===== src/rtl/mcpu6_pkg.sv =====
// mcpu6_pkg: opcode encodings and the 4-bit sign-extension helper for the mcpu6 core.
package mcpu6_pkg;

    localparam logic [1:0] OP_BCC  = 2'b00;
    localparam logic [1:0] OP_LDI  = 2'b01;
    localparam logic [2:0] OP_ADD  = 3'b100;
    localparam logic [2:0] OP_STA  = 3'b101;
    localparam logic [2:0] OP_LDA  = 3'b110;
    localparam logic [5:0] OP_NOT  = 6'b111000;
    localparam logic [5:0] OP_OUT  = 6'b111001;
    localparam logic [5:0] OP_JMPA = 6'b111010;
    localparam logic [5:0] OP_RRC  = 6'b111011;
    localparam logic [5:0] OP_JAL  = 6'b111100;
    localparam logic [5:0] OP_RET  = 6'b111101;

    // Callers cast the 64-bit result down to their own width.
    function automatic logic [63:0] sext4(input logic [3:0] v);
        return {{60{v[3]}}, v};
    endfunction

endpackage


===== src/rtl/mcpu6_regfile.sv =====
// mcpu6_regfile: NREGS x DATA_W register file, one sync write port, one async read port, sync clear.
module mcpu6_regfile #(
    parameter int DATA_W = 8,
    parameter int NREGS  = 8,
    localparam int AW    = $clog2(NREGS)
) (
    input  logic              clk,
    input  logic              rst,
    input  logic              we,
    input  logic [AW-1:0]     waddr,
    input  logic [DATA_W-1:0] wdata,
    input  logic [AW-1:0]     raddr,
    output logic [DATA_W-1:0] rdata
);

    logic [DATA_W-1:0] regs [NREGS];

    // Clear every entry on reset, otherwise write one entry when enabled.
    always_ff @(posedge clk) begin
        if (rst) begin
            for (int i = 0; i < NREGS; i++) regs[i] <= '0;
        end else if (we) begin
            regs[waddr] <= wdata;
        end
    end

    assign rdata = regs[raddr];

endmodule


===== src/rtl/mcpu6_core.sv =====
// mcpu6_core: accumulator CPU core; optional JAL/RET link register enabled by MCPU6_LINK_EN.
module mcpu6_core
    import mcpu6_pkg::*;
#(
    parameter int DATA_W = 8,
    parameter int PC_W   = 8,
    parameter int NREGS  = 8
) (
    input  logic              clk,
    input  logic              rst,
    input  logic [5:0]        inst_in,
    input  logic              inst_valid,
    output logic [PC_W-1:0]   pc_o,
    output logic [DATA_W-1:0] accu_o,
    output logic              carry_o,
    output logic [DATA_W-1:0] out_o,
    output logic              out_stb
);

    localparam int AW = $clog2(NREGS);

    logic              iflag, iflag_n, carry_n, we;
    logic [PC_W-1:0]   pc_n, pc_inc, a_pc;
    logic [DATA_W-1:0] accu_n, out_n, rdata;
    logic [DATA_W:0]   sum;
    logic [3:0]        imm;
    logic [AW-1:0]     ridx;
`ifdef MCPU6_LINK_EN
    logic [PC_W-1:0]   link, link_n;
`endif

    assign imm    = inst_in[3:0];
    assign ridx   = inst_in[AW-1:0];
    assign pc_inc = pc_o + PC_W'(1);
    assign a_pc   = PC_W'(accu_o);
    assign sum    = {1'b0, accu_o} + {1'b0, rdata};

    mcpu6_regfile #(.DATA_W(DATA_W), .NREGS(NREGS)) u_regfile (
        .clk   (clk),
        .rst   (rst),
        .we    (we),
        .waddr (ridx),
        .wdata (accu_o),
        .raddr (ridx),
        .rdata (rdata)
    );

    // Decode the current opcode into next-state values for PC, accumulator, flags and OUT latch.
    always_comb begin
        pc_n    = pc_inc;
        accu_n  = accu_o;
        carry_n = carry_o;
        out_n   = out_o;
        iflag_n = 1'b0;
        we      = 1'b0;
`ifdef MCPU6_LINK_EN
        link_n  = link;
`endif
        if (inst_in[5:4] == OP_BCC) begin
            carry_n = 1'b0;
            pc_n    = carry_o ? pc_inc : pc_o + PC_W'(sext4(imm));
        end else if (inst_in[5:4] == OP_LDI) begin
            iflag_n = 1'b1;
            accu_n  = iflag ? {accu_o[DATA_W-5:0], imm} : DATA_W'(sext4(imm));
        end else if (inst_in[5:3] == OP_ADD) begin
            {carry_n, accu_n} = sum;
        end else if (inst_in[5:3] == OP_STA) begin
            we = inst_valid;
        end else if (inst_in[5:3] == OP_LDA) begin
            accu_n = rdata;
        end else begin
            case (inst_in)
                OP_NOT:  accu_n = ~accu_o;
                OP_OUT:  out_n = accu_o;
                OP_JMPA: pc_n = a_pc;
                OP_RRC: begin
                    accu_n  = {carry_o, accu_o[DATA_W-1:1]};
                    carry_n = accu_o[0];
                end
`ifdef MCPU6_LINK_EN
                OP_JAL: begin
                    link_n = pc_inc;
                    pc_n   = a_pc;
                end
                OP_RET:  pc_n = link;
`endif
                default: ;
            endcase
        end
    end

    // Commit architectural state only for valid instructions; reset wins over everything.
    always_ff @(posedge clk) begin
        if (rst) begin
            pc_o    <= '0;
            accu_o  <= '0;
            carry_o <= 1'b0;
            out_o   <= '0;
            out_stb <= 1'b0;
            iflag   <= 1'b0;
        end else begin
            out_stb <= inst_valid && inst_in == OP_OUT;
            if (inst_valid) begin
                pc_o    <= pc_n;
                accu_o  <= accu_n;
                carry_o <= carry_n;
                out_o   <= out_n;
                iflag   <= iflag_n;
            end
        end
    end

`ifdef MCPU6_LINK_EN
    // Single-entry link register written by JAL.
    always_ff @(posedge clk) begin
        if (rst) link <= '0;
        else if (inst_valid) link <= link_n;
    end
`endif

endmodule


===== config.mk =====
export PLATFORM = sky130hd
export DESIGN_NAME = mcpu6_core
export DESIGN_NICKNAME = d
export VERILOG_FILES = /design/src/rtl/mcpu6_pkg.sv /design/src/rtl/mcpu6_regfile.sv /design/src/rtl/mcpu6_core.sv
export SDC_FILE = /design/constraint.sdc
export NUM_CORES = 1
export LEC_CHECK = 0
export CORE_MARGIN = 2
export CORE_UTILIZATION = 55
export DETAILED_ROUTE_END_ITERATION = 10
export PLACE_DENSITY = 0.74
export SLEW_MARGIN = 20
export SYNTH_ARGS = -nofsm -noshare
export SYNTH_HDL_FRONTEND = slang
export SYNTH_SLANG_ARGS = --single-unit

===== constraint.sdc =====
create_clock -name clk -period 2.71 [get_ports clk]
set_input_delay 0.271 -clock clk [delete_from_list [all_inputs] [get_ports clk]]
set_output_delay 0.271 -clock clk [all_outputs]
set_load 0.03 [all_outputs]

# Word level (Yosys, flattened, before mapping)
# Memory sizes are Yosys's and may differ from the RTL's.
# Cells that the tools add are included.
[classes]
add_sub_neg = 3
muxes = 33
bitwise = 6
n_reduce_logical = 8
eq_ne = 12
[ops]
columns = ["op", "n"]
rows = [
  ["two-way mux 8 bit", 13],
  ["equality test 6 bit (second input constant)", 4],
  ["two-way mux 1 bit", 18],
  ["one-hot mux 8 bit (2 select lines)", 1],
  ["adder 8 x 8 -> 9 bit", 1],
  ["equality test 3 bit (second input constant)", 3],
  ["inequality test 3 bit (second input constant)", 3],
  ["adder 8 x 1 -> 8 bit (second input constant)", 1],
  ["adder 8 bit", 1],
  ["inverter 8 bit", 1],
  ["OR reduction 8 bit", 1],
  ["AND reduction 7 bit", 1],
  ["inverter 1 bit", 5],
  ["AND reduction 5 bit", 1],
  ["nonzero test 5 bit", 1],
  ["AND reduction 4 bit", 1],
  ["two-way mux 3 bit", 1],
  ["nonzero test 3 bit", 1],
  ["equality test 2 x 1 -> 1 bit (second input constant)", 1],
  ["logical NOT 2 bit", 1],
  ["inequality test 2 bit (second input constant)", 1],
  ["logical AND 1 bit", 1],
]
[totals]
out_inout_bits = 26
ram_bits = 64
inputBits = 9
mem_count = 1
reg_bits = 27
word_cells = 69
[mem_list]
columns = ["name", "words", "word_bits", "rd", "rd_clocked_by_memory_dff", "wr", "line_no", "source"]
rows = [
  ["u_regfile.regs", 8, 8, 1, 0, 8, "mcpu6_regfile.sv:16", "logic [DATA_W-1:0] regs [NREGS];"],
]

# Logic depth before layout (Yosys ltp)
# Gate-level depths: netlist of run 1.
[logic_depth]
depth_word = 10
depth_mapped = 13
depth_no_buf = 11

# Modules after synthesis
# Synthesis of run 1 repeated with hierarchy kept, for this count alone.
[unflattened]
cells_unflattened = 513
area_unflattened_um2 = 5417.7
[modules_own_cells]
columns = ["module", "seq_area_each_um2", "instances", "area_each_um2", "cells_per_inst"]
rows = [
  ["mcpu6_regfile", 1921.8, 1, 2979.1, 193],
  ["mcpu6_core", 540.5, 1, 2438.6, 320],
]

# Worst setup path before layout of run 1
# No wires, ideal clock.
[synth_timing]
path_type = "input to register"
from = "input port inst_in[0]"
to = "register accu_o[6]"
setup_time_ns = 0.140
stages = 11
required_time_ns = 2.570
n_path_buf = 2
path_slack_ns = 0.257
arrival_time_ns = 2.313
cell_sequence = "buf_6 -> buf_12 -> mux4_2 -> mux2i_1 -> inv_1 -> ha_1 -> nor2b_1 -> o221ai_1 -> a21oi_1 -> mux2i_1 -> a41oi_1"
[synth_via]
elab_chain_len = 6
elab_cells_between_ends = 11
classes_between = "1 x add/sub; 2 x eq/ne; 5 x mux; 2 x reduce/logical; 1 x memory"
[synth_lines]
columns = ["item", "line_no", "source"]
rows = [
  ["start: declaration", "mcpu6_core.sv:11", "input logic [5:0] inst_in,"],
  ["branches (longest 6 deep; another with adder 8 x 8 -> 9 bit)", "n/a", ""],
  ["end signal: assignment", "mcpu6_core.sv:105", "accu_o <= accu_n;"],
  ["end: declaration", "mcpu6_core.sv:14", "output logic [DATA_W-1:0] accu_o,"],
]
# Parallel ways; which one is timed is not known. The select of a mux whose other input is x is not followed.
# A chain may end at the register's enable or synchronous reset.

# Worst setup path in the final report of run 1
[layout_timing]
from = "input port inst_in[1]"
to = "register accu_o[2]"
# Same word-level chain as after synthesis.

==> flow_summary.yaml, run 1 <==
logic_synthesis:
  synthCells: 535
  synthesis.area_um2: 5530
  netlist-cell-type-count: 72
  yosys_warnings: 0
  synth_ff_type: "edfxtp_1"
  synth_compound_area_frac: 0.138
  syn-num-nets: 562
  yosys.area_share.simple: 0.213
  synth_area_per_cell_um2: 10.3
  synth_xor_xnor_area_share: 0.0140
  synth-edff-count: 64
  ys_seq_elements: 91
  synth_top_family_by_area: "simple AND/OR/NAND/NOR gates"
  synth-seq-area-share: 0.445
  synthAdderAreaFrac: 0.0434
  synthMuxAreaShare: 0.100
  synthArstFlopShare: 0
floorplanning:
  dieArea_um2: 10900
  start_util: 0.566
  core-area_um2: 9770
  die_width_um: 104
  fp.dieH_um: 104
  pin_count: 35
  rows: 36
drt:
  drt-wirelength-per-cell_um: 20.2
  detail-route-antenna-nets: 0
  post_drt_via_cell_ratio: 6.22
  num_vias: 4727
  wirelength_um: 15400
  route.detailed.drc: 0
  drt_iter0_drc: 251
  firstDrtPassIters: 5
cells_and_area:
  final_nets: 649
  finalNonFillerCells: 760
  final_util: 0.689
  area_delta_synth_final_pct: 21.7
  drive_gt1_frac: 0.224
  mostFrequentLayoutCells: "buf_4 (73), edfxtp_1 (64), nor2_1 (43)"
  layout_commonest_cell: "buf_4"
power:
  power_uw: 3310
  ir_drop_uv: 301
  p_per_area_nw_per_um2: 491
  p_leak_uw: 0.00251
cts:
  cts_root_buf: "clkbuf_8"
  numCtsBuffers: 9
  hold_buffers: 0
  worstSkewPairLatency_ns: 0.37
  cts_buffer_depth: 2
  clkSinkCount: 91
  cts_tree: "done"
  htreeDepth: 3
  cts.reportedPaths.clkPinSlew_ns: 0.10
sta:
  timing.setup.tns_ns: 0
  min_period_over_period: 0.951
  setup-violations-final: 0
  slew_headroom: 0.509
  min_period_ns: 2.58
  hold_viol_final: 0
  maxSlewViolCount: 0
  fin_skew_ns: 0.00922
  fmax_mhz: 388
  worst_pin_slew_ns: 0.736
  rsz0062_at_grt: "false"
setup_path:
  r2r-start: "u_regfile.regs[0][2]"
  reg2reg_slack_ns: 0.15
  worst-setup-path-type: "in2reg"
  crit_required_ns: 3.02
  r2r_cells: 10
  endpoint_kind: "register"
  crit_path_start_kind: "input pin"
  r2r-end: "accu_o[2]"
  cp.arrival_ns: 2.89
  path_max_fanout: 7
min_path:
  hold-path-endpoint: "out_o[6]"
  min_from: "out_o[6]"
  hp-class: "reg2reg"
  min_path_cells: 2
global_route:
  grtUsageTotal: 0.289
  antenna_found_initial: 0
  grt_pass1_vias: 4688
  grt_pass1_wl_um: 24500
  grt_max_degree: 31
  grt_overflow: 0
place:
  place_congestion: 0.918
  placedCellCount: 742
  dp_hpwl_um: 11000
  placement.io_buffers: 34
run_status:
  run_status: "completed"
run:
  drv_cap: 0
## registers in the layout, indices dropped and copies added (netlist names)
signal	count
u_regfile.regs	64
out_stb	1
carry_o	1
out_o	8
iflag	1
pc_o	8
accu_o	8
## repair_timing
item,in CTS,in global routing
setup buffers,0,1
gates resized for setup,0,17
endpoints found under the setup margin,0,6
## stage by stage
| step | instance area (um^2) | hold WS, ns | setup WS, ns |
|---|---|---|---|
| after floorplan | 5530 | 0.539 | 0.257 |
| after global placement | 6470 | 0.472 | -0.237 |
| after detailed placement | 6470 | 0.487 | -0.357 |
| after CTS | 6660 | 0.513 | 0.0211 |
| after global routing | 6730 | 0.536 | 0.00875 |
| final | 6730 | 0.505 | 0.133 |
## critical path, stage by stage
cell and delay, ns:
clkdlybuf4s50_1 0.45, buf_4 0.16, clkinvlp_4 0.17, mux2i_4 0.23, buf_4 0.15, fa_1 0.41, buf_4 0.16, xnor2_2 0.14
o22ai_1 0.10, a311oi_2 0.32, o211ai_1 0.16, a21oi_1 0.16
## synth_stat cells, types with 6 or more instances
| cell | count | area share |
|---|---|---|
| o22ai_1 | 6 | 0.0068 |
| nand2b_1 | 6 | 0.0068 |
| clkbuf_1 | 15 | 0.010 |
| inv_1 | 13 | 0.0088 |
| nor3_1 | 33 | 0.030 |
| dfxtp_1 | 27 | 0.098 |
| a21oi_1 | 17 | 0.015 |
| o21ai_0 | 20 | 0.018 |
| a211oi_1 | 10 | 0.014 |
| ha_1 | 16 | 0.036 |
| mux4_2 | 6 | 0.024 |
| nor2b_1 | 7 | 0.0079 |
| and2_1 | 41 | 0.046 |
| nand3_1 | 12 | 0.011 |
| nor2_1 | 43 | 0.029 |
| mux2i_1 | 19 | 0.034 |
| edfxtp_1 | 64 | 0.35 |
| nor4_1 | 7 | 0.0079 |
| nand2_1 | 38 | 0.026 |
| buf_2 | 11 | 0.010 |
## report_power, final
part | internal, uW | switching [uW] | total [uW] | leakage [uW]
Sequential | 1540 | 51.6 | 1590 | 0.000878
Combinational | 341 | 443 | 784 | 0.00154
Clock | 423 | 510 | 933 | 0.0000897
Total | 2300 | 1000 | 3310 | 0.00251
## cells by family after synthesis
group | count (synthesis)
compound gates | 105
xor+xnor | 8
fa+ha+maj | 18
buf+inv | 53
flops | 91
mux | 38
simple gates | 222
## worst max path at each step
stage,start,endpoint,slack [ns]
after detailed placement,inst_in[1],accu_o[2],-0.36
after CTS,inst_in[1],accu_o[2],0.02
after global placement,inst_in[1],accu_o[2],-0.24
after global routing,u_regfile.regs[7][0],accu_o[5],0.009
final,inst_in[1],accu_o[2],0.13
after floorplan,inst_in[0],accu_o[6],0.26
## layout make-up
cell class	count	area (um^2)
diodes	1	2.50
repair buffers	112	991
clock inverters	6	63.8
well taps	133	166
flip-flops and latches	91	2460
inverters	17	67.6
clock buffers	9	124
multi-input cells	391	2860
fillers	799	3040
## metal layers
| metal | part of all wire | track usage |
|---|---|---|
| met2 | 0.48 | 0.475 |
| met4 | 0.028 | 0.117 |
| met3 | 0.085 | 0.0495 |
| met1 | 0.41 | 0.381 |
| met5 | 0 | 0 |
(Power assumes the default switching activity.)
==> inputs of run 2 (changes only) <==
--- a/config.mk
+++ b/config.mk
@@ -5,6 +5,7 @@
 export SDC_FILE = /design/constraint.sdc
 export NUM_CORES = 1
 export LEC_CHECK = 0
+export ABC_AREA = 1
 export CORE_MARGIN = 2
 export CORE_UTILIZATION = 55
 export DETAILED_ROUTE_END_ITERATION = 10
==> constraint.sdc (replaced) <==
create_clock -name clk -period 3.2 [get_ports clk]
set_input_delay 0.32 -clock clk [delete_from_list [all_inputs] [get_ports clk]]
set_output_delay 0.32 -clock clk [all_outputs]
set_load 0.03 [all_outputs]
==> flow_summary.yaml, run 2 <==
cells_and_area:
  mostFrequentLayoutCells: "nand2_1 (140), nor2_1 (98), edfxtp_1 (64)"
  finalNonFillerCells: 824
  regMostFlops: "u_regfile.regs"
  layout_commonest_cell: "nand2_1"
  largest_register_ff_count: 64
  drive_gt1_frac: 0.0964
  final_nets: 717
  area_delta_synth_final_pct: 15.3
  n_antenna_cell: 0
cts:
  numCtsBuffers: 9
  post_cts.repair.setup_buffers: 0
  cts_root_buf: "clkbuf_8"
  cts_resized: 0
  hold_buffers: 0
  cts_buffer_depth: 2
  clkSinkCount: 91
  cts_tree: "done"
  htreeDepth: 3
  cts.reportedPaths.clkPinSlew_ns: 0.10
  worstSkewPairLatency_ns: 0.37
logic_synthesis:
  syn-num-nets: 675
  synthCells: 648
  synthArstFlopShare: 0
  synth_most_common_cell: "nand2_1"
  synth.top_cell.area_share: 0.366
  synth_area_per_cell_um2: 8.10
  synthesis.area_um2: 5250
  yosys_warnings: 0
  yosysTopAreaCell: "edfxtp_1"
  synth-seq-area-share: 0.469
  netlist-cell-type-count: 40
  netlist_top_cells_count: "nand2_1 (140), nor2_1 (98), edfxtp_1 (64)"
  synth_ff_type: "edfxtp_1"
  synth_top_cells_by_area: "edfxtp_1 (37%), dfxtp_1 (10%), nand2_1 (10%)"
  ys_seq_elements: 91
  synth-edff-count: 64
setup_path:
  r2r_cells: 15
  r2r-start: "u_regfile.regs[3][4]"
  endpoint_kind: "register"
  critPathBufInv: 3
  crit_family: "simple AND/OR/NAND/NOR gates"
  cp_slowest_cell: "clkdlybuf4s50_1"
  worst-setup-path-type: "in2reg"
  cp.arrival_ns: 3.15
  crit_required_ns: 3.50
  crit_path_start_kind: "input pin"
  crit_path_cell_trace: "clkdlybuf4s50_1, nor2_1, buf_4, a22oi_1, nand3_1, and2_1, ha_1, or2_2, nand2_1, xnor2_1, nand2_1, nand2_1, inv_1, nand2_1, nand2_1, a21oi_1"
  slowest_delay_ns: 0.67
  reg2reg_slack_ns: 0.90
  r2r-end: "accu_o[7]"
  critPathMostFrequentCell: "nand2_1"
  path_max_fanout: 7
floorplanning:
  rows: 35
  die_width_um: 102
  fp.dieH_um: 102
  start_util: 0.568
  core-area_um2: 9240
  dieArea_um2: 10300
  pin_count: 35
run:
  drv_cap: 0
sta:
  setup-violations-final: 0
  finalWorstSetupSlack_ns: 0.352
  slew_headroom: 0.586
  hold_viol_final: 0
  maxSlewViolCount: 0
  fmax_mhz: 351
  worst_pin_slew_ns: 0.620
  rsz0062_at_grt: "false"
  min_period_over_period: 0.890
  timing.setup.tns_ns: 0
  min_period_ns: 2.85
  fin_skew_ns: 0.0128
global_route:
  grt_overflow: 0
  antenna_found_initial: 0
  grt_max_degree: 24
  grt_pass1_wl_um: 23100
  grt_pass1_vias: 4405
  grtUsageTotal: 0.298
min_path:
  min_from: "accu_o[7]"
  hold-path-endpoint: "accu_o[7]"
  hp-class: "reg2reg"
  min_path_cells: 2
drt:
  top_layer: "met4"
  drt-wirelength-per-cell_um: 17.7
  wl_met1_um: 6230
  num_vias: 4643
  wirelength_um: 14600
  route.detailed.drc: 0
  post_drt_via_cell_ratio: 5.63
  drt_iter0_drc: 432
  detail-route-antenna-nets: 0
  firstDrtPassIters: 5
  wl_met3_um: 952
  wl_met2_um: 7010
power:
  p_per_area_nw_per_um2: 460
  p_leak_uw: 0.00251
  ir_drop_uv: 295
  power_uw: 2780
run_status:
  run_status: "completed"
place:
  placement.io_buffers: 34
  dp_hpwl_um: 10300
  place_ws_ns: 0.0119
  placedCellCount: 808
  place_congestion: 0.983
## run 2: changes by cell type after synthesis, sizes merged, moves of 14 or more
cell	delta
nand2	+115
nor2	+62
inv	+50
a21oi	+40
and2	-39
nor3	-31
nand3	+27
mux2i	-20
a22oi	+14
## run 2: per-layer routing
metal  vias up  GRT usage
met5         -          0
met4         0      0.115
met3        31     0.0462
met1      2180      0.401
li1       2259          -
met2       173      0.485
## run 2: cells by family after synthesis
logic type               count (synthesis)  share of synthesized area
AO/OA/AOI/OAI                          121                      0.130
XOR/XNOR                                11                     0.0183
buffers and inverters                   89                     0.0700
adder cells (fa/ha/maj)                 18                     0.0457
flip-flops                              91                      0.469
AND/OR/NAND/NOR                        318                      0.267
## run 2: cell type report
cell class | instances | area, um^2
multi-input combinational | 468 | 2420
timing repair buffer | 55 | 510
clock inverter | 5 | 88.8
sequential | 91 | 2460
fill | 807 | 3190
inverter | 65 | 246
clock buffer | 11 | 163
tap | 129 | 161
## run 2: tightest hold or removal path: stages (launching register included)
cell and delay (ns):
dfxtp_1 0.36, nand2_1 0.07, a21oi_1 0.06
## run 2: report_power, final
part           internal, uW  switching, uW  leakage, uW
clock                   519            453     0.000127
sequential             1300           37.6     0.000882
combinational           164            311      0.00150
## run 2: how the worst max path moves through the flow
stage	endpoint	startpoint	cells after the start	slack, ns
global placement	accu_o[6]	inst_in[1]	17	0.08
finish	accu_o[3]	inst_in[1]	16	0.35
floorplan	accu_o[6]	inst_in[1]	18	0.74
CTS	accu_o[3]	inst_in[1]	16	0.40
global route	accu_o[4]	inst_in[1]	18	0.06
detailed placement	accu_o[5]	inst_in[1]	16	0.01
## run 2: through the flow
step | hold slack, ns | instance area (um^2) | util
after floorplan | 0.399 | 5250 | -
after global placement | 0.506 | 5800 | 0.628
after detailed placement | 0.511 | 5800 | 0.628
after CTS | 0.526 | 6050 | 0.655
after global routing | 0.560 | 6050 | 0.655
final | 0.525 | 6050 | 0.655
